`config.mk`:
```
export PLATFORM = sky130hd
export DESIGN_NAME = regbus_arbiter
export DESIGN_NICKNAME = d
export VERILOG_FILES = /design/src/rtl/regbus_arbiter_pkg.sv /design/src/rtl/regbus_arbiter.sv
export SDC_FILE = /design/constraint.sdc
export NUM_CORES = 1
export LEC_CHECK = 0
export ABC_CLOCK_PERIOD_IN_PS = 2200
export CORE_ASPECT_RATIO = 0.6
export CORE_MARGIN = 2
export CORE_UTILIZATION = 32
export CTS_CLUSTER_DIAMETER = 120
export DETAILED_ROUTE_END_ITERATION = 16
export MAX_ROUTING_LAYER = met4
export PLACE_DENSITY = 0.86
export SLEW_MARGIN = 5
export SYNTH_ARGS = -nofsm -noshare
export SYNTH_HDL_FRONTEND = slang
export SYNTH_SLANG_ARGS = --single-unit
```
`constraint.sdc`:
```
create_clock -name clk -period 2.2 [get_ports clk]
set_clock_uncertainty 0.05 [all_clocks]
set_input_delay 0.44 -clock clk [delete_from_list [all_inputs] [get_ports clk]]
set_output_delay 0.44 -clock clk [all_outputs]
set_load 0.02 [all_outputs]
```
`src/rtl/regbus_arbiter_pkg.sv`:
```
// Shared types and constants for the PWM register-bus arbiter: FSM state and
// owner encodings, plus the register-bus field widths.
package regbus_arbiter_pkg;

  localparam int unsigned ADDR_W = 6;
  localparam int unsigned DATA_W = 8;
  localparam int unsigned CNT_W  = 8;

  localparam logic [1:0] OWNER_NONE = 2'b00;
  localparam logic [1:0] OWNER_REQ0 = 2'b01;
  localparam logic [1:0] OWNER_REQ1 = 2'b10;

  // State codes share the owner encoding so owner can be read straight off the state.
  typedef enum logic [1:0] {
    ST_IDLE = OWNER_NONE,
    ST_GNT0 = OWNER_REQ0,
    ST_GNT1 = OWNER_REQ1
  } state_e;

  function automatic logic [1:0] owner_of(input state_e st);
    case (st)
      ST_GNT0: owner_of = OWNER_REQ0;
      ST_GNT1: owner_of = OWNER_REQ1;
      default: owner_of = OWNER_NONE;
    endcase
  endfunction

endpackage

```
`src/rtl/regbus_arbiter.sv`:
```
// Two-requester round-robin arbiter with lock and lock timeout in front of the
// PWM register block's single read/write port.
module regbus_arbiter
  import regbus_arbiter_pkg::*;
#(
  parameter int unsigned LOCK_TIMEOUT = 16
) (
  input  logic              clk,
  input  logic              rst_n,
  input  logic              req0_i,
  input  logic              req1_i,
  input  logic              lock0_i,
  input  logic              lock1_i,
  input  logic              we0_i,
  input  logic              we1_i,
  input  logic [ADDR_W-1:0] addr0_i,
  input  logic [ADDR_W-1:0] addr1_i,
  input  logic [DATA_W-1:0] wdata0_i,
  input  logic [DATA_W-1:0] wdata1_i,
  output logic              ack0_o,
  output logic              ack1_o,
  output logic [DATA_W-1:0] rdata0_o,
  output logic [DATA_W-1:0] rdata1_o,
  output logic              read_o,
  output logic              write_o,
  output logic [ADDR_W-1:0] addr_o,
  output logic [DATA_W-1:0] data_write_o,
  input  logic [DATA_W-1:0] data_read_i,
  output logic [1:0]        owner_o,
  output logic              lock_timeout_o
);

  localparam logic [CNT_W-1:0] CNT_LAST = CNT_W'(LOCK_TIMEOUT - 1);

  state_e           state_q, state_d;
  logic             locked_q, locked_d;
  logic             rr_q, rr_d;        // 0: requester 0 wins a tie, 1: requester 1
  logic [CNT_W-1:0] cnt_q, cnt_d;

  // Owner-side view of the two request channels
  logic              own_req;
  logic              own_lock;
  logic              own_we;
  logic [ADDR_W-1:0] own_addr;
  logic [DATA_W-1:0] own_wdata;

  always_comb begin
    if (state_q == ST_GNT1) begin
      own_req   = req1_i;
      own_lock  = lock1_i;
      own_we    = we1_i;
      own_addr  = addr1_i;
      own_wdata = wdata1_i;
    end else begin
      own_req   = req0_i;
      own_lock  = lock0_i;
      own_we    = we0_i;
      own_addr  = addr0_i;
      own_wdata = wdata0_i;
    end
  end

  always_ff @(posedge clk or negedge rst_n) begin
    if (!rst_n) begin
      state_q  <= ST_IDLE;
      locked_q <= 1'b0;
      rr_q     <= 1'b0;
      cnt_q    <= '0;
    end else begin
      state_q  <= state_d;
      locked_q <= locked_d;
      rr_q     <= rr_d;
      cnt_q    <= cnt_d;
    end
  end

  always_comb begin
    state_d        = state_q;
    locked_d       = locked_q;
    rr_d           = rr_q;
    cnt_d          = cnt_q;
    ack0_o         = 1'b0;
    ack1_o         = 1'b0;
    rdata0_o       = '0;
    rdata1_o       = '0;
    read_o         = 1'b0;
    write_o        = 1'b0;
    addr_o         = '0;
    data_write_o   = '0;
    lock_timeout_o = 1'b0;

    case (state_q)
      ST_IDLE: begin
        if (req0_i && (!req1_i || !rr_q)) begin
          state_d = ST_GNT0;
          rr_d    = 1'b1;
        end else if (req1_i) begin
          state_d = ST_GNT1;
          rr_d    = 1'b0;
        end
      end

      ST_GNT0, ST_GNT1: begin
        read_o  = own_req & ~own_we;
        write_o = own_req & own_we;
        if (own_req) begin
          addr_o       = own_addr;
          data_write_o = own_wdata;
          if (state_q == ST_GNT0) begin
            ack0_o   = 1'b1;
            rdata0_o = data_read_i;
          end else begin
            ack1_o   = 1'b1;
            rdata1_o = data_read_i;
          end
        end

        // Any owner transfer restarts the idle count; only idle locked cycles age it
        if (own_req) begin
          cnt_d = '0;
          if (own_lock) begin
            locked_d = 1'b1;
          end else begin
            locked_d = 1'b0;
            state_d  = ST_IDLE;
          end
        end else if (!locked_q) begin
          state_d = ST_IDLE;
        end else if (cnt_q == CNT_LAST) begin
          state_d        = ST_IDLE;
          locked_d       = 1'b0;
          cnt_d          = '0;
          lock_timeout_o = 1'b1;
        end else begin
          cnt_d = cnt_q + CNT_W'(1);
        end
      end

      default: begin
        state_d  = ST_IDLE;
        locked_d = 1'b0;
        cnt_d    = '0;
      end
    endcase
  end

  assign owner_o = owner_of(state_q);

endmodule

```
==> Yosys cells after proc, flatten, opt, wreduce, memory -nomap -nowiden <==
Index checks and enable logic that the tools add are counted.
{ "word_totals": {"ff_bits": 12, "latch_bits": 0, "ram_bits": 0, "rom_bits": 0, "input_bits": 44, "out_inout_bits": 37, "word_cells": 72, "mem_count": 0} }
{ "classes": {"addsub": 1, "multipliers": 0, "div": 0, "order_cmp": 0, "n_eq_ne": 7, "n_shift": 0, "muxes": 46, "bitwise": 4, "reduce_logical": 10} }
{ "ops": {"columns": ["cell", "n"], "rows": [
  ["2-to-1 mux 8 bit", 12],
  ["2-to-1 mux 1 bit", 21],
  ["2-to-1 mux 6 bit", 3],
  ["case mux 8 bit (2 select lines)", 1],
  ["2-to-1 mux 2 bit", 6],
  ["!= test 3 bit (second input constant)", 3],
  ["adder 8 x 1 -> 8 bit (second input constant)", 1],
  ["equality test 8 x 4 -> 1 bit (second input constant)", 1],
  ["case mux 2 bit (2 select lines)", 2],
  ["!= test 4 bit (second input constant)", 1],
  ["AND reduction 2 bit", 2],
  ["AND reduction 3 bit", 1],
  ["AND 1 bit", 2],
  ["equality test 2 x 1 -> 1 bit (second input constant)", 1],
  ["equality test 2 bit (second input constant)", 1],
  ["zero test 1 bit", 2],
  ["zero test 2 bit", 1],
  ["NOT 1 bit", 2],
  ["case mux 1 bit (2 select lines)", 1],
  ["nonzero test 2 bit", 1],
  ["OR reduction 2 bit", 1],
  ["logical AND 1 bit", 1],
  ["logical OR 1 bit", 1]
]} }

==> Logic depth before layout (Yosys ltp) <==
{ "logic_depth": {"ltp_word": 5, "ltp_mapped": 7, "ltp_nobuf": 6} }

==> Worst setup path before layout <==
OpenSTA, ideal clock, no wires.
{ "synth_timing": {"path_kind": "reg-to-output", "startpoint": "register state_q[0]", "endpoint": "output rdata1_o[0]", "arrival_time_ns": 2.132, "t_required_ns": 1.710, "path_slack_ns": -0.422, "path_stages_with_launch": 8, "n_path_buf": 1, "path_cell_list": "dfrtp_1 inv_1 ha_1 buf_6 mux2_4 nand2_1 nor2_1 and2_1"} }
{ "synth_between": {"elab_chain_cells": 4, "elab_cells_between_ends": 7, "cone_classes": "eq/ne (2); mux (4); reduce/logical (1)"} }
{ "synth_lines": {"columns": ["element", "line", "rtl"], "rows": [
  ["start, declared", "regbus_arbiter.sv:35", "state_e state_q, state_d;"],
  ["start signal, assigned", "regbus_arbiter.sv:70", "state_q <= state_d;"],
  ["equality test 2 x 1 -> 1 bit or equality test 2 bit (tied branches)", "regbus_arbiter.sv:92, regbus_arbiter.sv:109, regbus_arbiter.sv:48", null],
  ["2-to-1 mux 8 bit or 2-to-1 mux 1 bit (tied branches)", "regbus_arbiter.sv:109, regbus_arbiter.sv:48", null],
  ["2-to-1 mux 8 bit", "regbus_arbiter.sv:106", "if (own_req) begin"],
  ["2-to-1 mux 8 bit *", "regbus_arbiter.sv:92", "case (state_q)"],
  ["end, declared", "regbus_arbiter.sv:23", "output logic [DATA_W-1:0] rdata1_o,"]
]} }
Mark *: on every way between the ends. The rest lies on a longest branch, timed or not.

==> Worst setup path after layout <==
{ "layout_timing": {"startpoint": "register state_q[0]", "endpoint": "output lock_timeout_o"} }
{ "layout_between": {"elab_chain_cells": 4, "elab_cells_between_ends": 6, "cone_classes": "eq/ne (2); mux (3); reduce/logical (1)"} }
{ "layout_lines": {"columns": ["element", "line", "rtl"], "rows": [
  ["equality test 2 bit", "regbus_arbiter.sv:48, regbus_arbiter.sv:92", null],
  ["2-to-1 mux 1 bit", "regbus_arbiter.sv:48", "if (state_q == ST_GNT1) begin"],
  ["2-to-1 mux 1 bit", "regbus_arbiter.sv:119", "if (own_req) begin"],
  ["2-to-1 mux 1 bit *", "regbus_arbiter.sv:92", null],
  ["end, declared", "regbus_arbiter.sv:30", "output logic lock_timeout_o"]
]} }
Marks and branches as above.

==> impl_metrics.env <==
export IMPL_avgRoutedWirePerCell_um=14.8
export IMPL_finalHoldViolations=0
export IMPL_num_fill_cells=281
export IMPL_place_congestion=0.913
export IMPL_portBuffers=80
export IMPL_die_x_um=81.1
export IMPL_fin_util_pct=69.1
export IMPL_syn_nets=184
export IMPL_r2r_cells=8
export IMPL_clock_path_buffers=2
export IMPL_ys_seq_area_share_pct=26.3
export IMPL_seqPwrFrac_pct=13.2
export IMPL_clock_sinks=12
export IMPL_yosysWarnings=0
export IMPL_clk_latency_ns=0.25
export IMPL_critPathLaunchType="register"
export IMPL_cp_max_fo=6
export IMPL_power_leakage_nw=1.07
export IMPL_route_detailed_drc=0
export IMPL_drv_slew=0
export IMPL_power_frac_clock_pct=10.9
export IMPL_cts_tree="done"
export IMPL_tightest_slew_ns=0.557
export IMPL_clk_pin_slew_ns=0.05
export IMPL_timing_rr_start="state_q[0]"
export IMPL_multiInputGateArea_um2=883
export IMPL_totalWireLength_mm=4.28
export IMPL_std_cell_rows=16
export IMPL_grt_ovfl_total=0
export IMPL_grt_total_usage_pct=21.8
export IMPL_crit_type="register to primary output"
export IMPL_synth_area_um2=1140
export IMPL_violations="setup timing"
export IMPL_die_h_um=50.3
export IMPL_async_reset_ff_share_pct=100
export IMPL_end_kind="primary output"
export IMPL_drive_gt1_share_pct=39.6
export IMPL_grt_first_pass_wirelength_mm=6.64
export IMPL_first_pass_iters=4
export IMPL_dr_total_vias=1430
export IMPL_synthToLayoutAreaGrowth_pct=102
export IMPL_viasPerCell=4.93
export IMPL_p_sw_mw=1.03
export IMPL_synth_edf_count=0
export IMPL_p_total_mw=2.26
export IMPL_synthFlopType="dfrtp_1"
export IMPL_max_cap_viol_count=0
export IMPL_finalCritPeriodShare_pct=101
export IMPL_outcome="finished, violations left"
export IMPL_cts_made_buffers=3
export IMPL_r2r_setup_slack_ns=0.01
export IMPL_grt_setup_unrepaired="yes"
export IMPL_hold_depth=1
export IMPL_synth_cell_type_count=35
export IMPL_first_iter_violations=84
export IMPL_peakVddDrop_mv=0.722
export IMPL_regArea_um2=300
export IMPL_swShare_pct=45.5
export IMPL_r2r_end="state_q[0]"
export IMPL_num_io_pins=81
export IMPL_power_density_nw_per_um2=978
export IMPL_start_util_pct=34.2
export IMPL_comb_power_share_pct=75.8
export IMPL_grt_max_degree=18
export IMPL_min_to="rr_q"
export IMPL_finalSetupViolCount=24
export IMPL_grt_pass1_vias=1339
export IMPL_slew_headroom_pct=62.8
export IMPL_avgSynthCellArea_um2=8.40
export IMPL_die_area_um2=4080
export IMPL_hpwl_mm=3.27
export IMPL_cts_root_buf="clkbuf_8"
export IMPL_core_um2=3340
export IMPL_synth_seq_cells=12
export IMPL_cp_required_ns=1.71
export IMPL_h_tree_depth=1
export IMPL_layout_nets=294
export IMPL_hp_start="rr_q"
export IMPL_min_period_ns=2.22
export IMPL_post_place_ws_ns=-0.562
export IMPL_diodes=0
export IMPL_grt_antenna_before_repair=0
export IMPL_final_setup_worst_slack_ns=-0.0211
export IMPL_hold_class="register to register"
export IMPL_ant_nets=0
export IMPL_p_int_mw=1.23
export IMPL_synthCells=136
export IMPL_fmax_mhz=450
export IMPL_worst_ep_arrival_time_ns=1.73
==> stage by stage <==
stage          hold slack (ns)  cell area (um^2)  setup TNS [ns]  instances
2_1_floorplan           0.0944              1190          -0.269        136
3_3_place_gp             0.421              2210          -15.47        278
3_5_place_dp             0.430              2210          -16.31        278
4_1_cts                  0.440              2210         -0.0514        286
5_1_grt                  0.484              2310           -1.84        290
6_report                 0.435              2310          -0.108        290
==> flip-flops by register name, indices dropped and copies added, names as in the netlist <==
| register | flops |
|---|---|
| rr_q | 1 |
| locked_q | 1 |
| cnt_q | 8 |
| state_q | 2 |
==> critical path: stages (launching register included) <==
cell     delay, ns
dfrtp_1       0.38
inv_2         0.09
ha_4          0.17
mux2_4        0.37
buf_6         0.15
nor3_4        0.18
buf_6         0.14
==> logic make-up (layout without fill, tap and decap cells) <==
family / Yosys count / count (layout) / share of synthesized area (%)
buf+inv: 12 / 120 / 4.71
flops: 12 / 12 / 26.3
compound gates: 23 / 23 / 16.6
simple gates: 64 / 65 / 29.2
xor+xnor: 1 / 1 / 0.767
mux: 20 / 20 / 18.0
fa+ha+maj: 4 / 4 / 4.38
==> timing repair <==
item / CTS / global route
gates cloned: 1 / 0
pin swaps: 10 / 2
resized for setup: 167 / 27
hold buffers: 0 / 0
setup endpoints to repair: 37 / 37
buffers inserted: 3 / 4
endpoints found under the hold margin: 0 / 0
==> Yosys cell counts (all sizes together) (2+ instances only) <==
cell,count,area (um^2)
a21oi,6,30.0
and2,17,106
and3,4,25.0
buf,3,20.0
clkbuf,3,11.3
dfrtp,12,300
ha,4,50.1
inv,6,22.5
mux2i,19,190
nand2,12,45.0
nand3,3,15.0
nor2,19,71.3
nor3,5,30.0
nor4,2,27.5
o21ai,4,20.0
o31ai,3,36.3
==> cells in the final DEF, fill, tap and decap left out, types with 3 or more instances in the layout <==
cell	count
nand2_1	11
a21oi_1	6
clkbuf_8	4
nand3_1	3
and2_4	9
clkdlybuf4s50_1	43
buf_6	18
mux2i_1	19
nor2_1	18
buf_2	14
inv_1	5
dfrtp_1	12
buf_4	31
nor3_2	3
o21ai_0	4
and2_1	8
and3_4	3
==> per-layer routing <==
layer  track usage, %  up-vias  share of wire [%]
li1                 -      699                  -
met1             27.3      647                 42
met2             36.6       77                 47
met3             4.86        7                 10
met4             4.24        0               0.77
met5                -        -                  0
==> power by group through the flow <==
stage | Sequential, mW | Clock, mW | Combinational (mW)
after global placement | 0.300 | 0 | 1.60
after floorplan | 0.294 | 0 | 0.918
after detailed placement | 0.304 | 0 | 1.62
after CTS | 0.300 | 0.250 | 1.59
after global routing | 0.306 | 0.263 | 1.84
final | 0.299 | 0.247 | 1.71
==> worst max path at each step <==
stage | from | end | slack [ns] | depth (start not counted)
3_5_place_dp | req1_i | rdata0_o[2] | -0.56 | 5
5_1_grt | state_q[0] | state_q[0] | -0.09 | 8
2_1_floorplan | state_q[0] | addr_o[0] | -0.02 | 7
6_report | state_q[0] | lock_timeout_o | -0.02 | 6
4_1_cts | state_q[0] | lock_timeout_o | -0.05 | 6
3_3_place_gp | req0_i | rdata0_o[2] | -0.51 | 5
==> area by class of cell <==
type	count	area share, %
Inverter	6	0.975
Multi-Input combinational cell	113	38.2
Tap cell	45	2.44
Clock buffer	4	2.38
Timing Repair Buffer	110	43.0
Sequential cell	12	13.0
No activity file was read; power rests on OpenSTA's default activity.
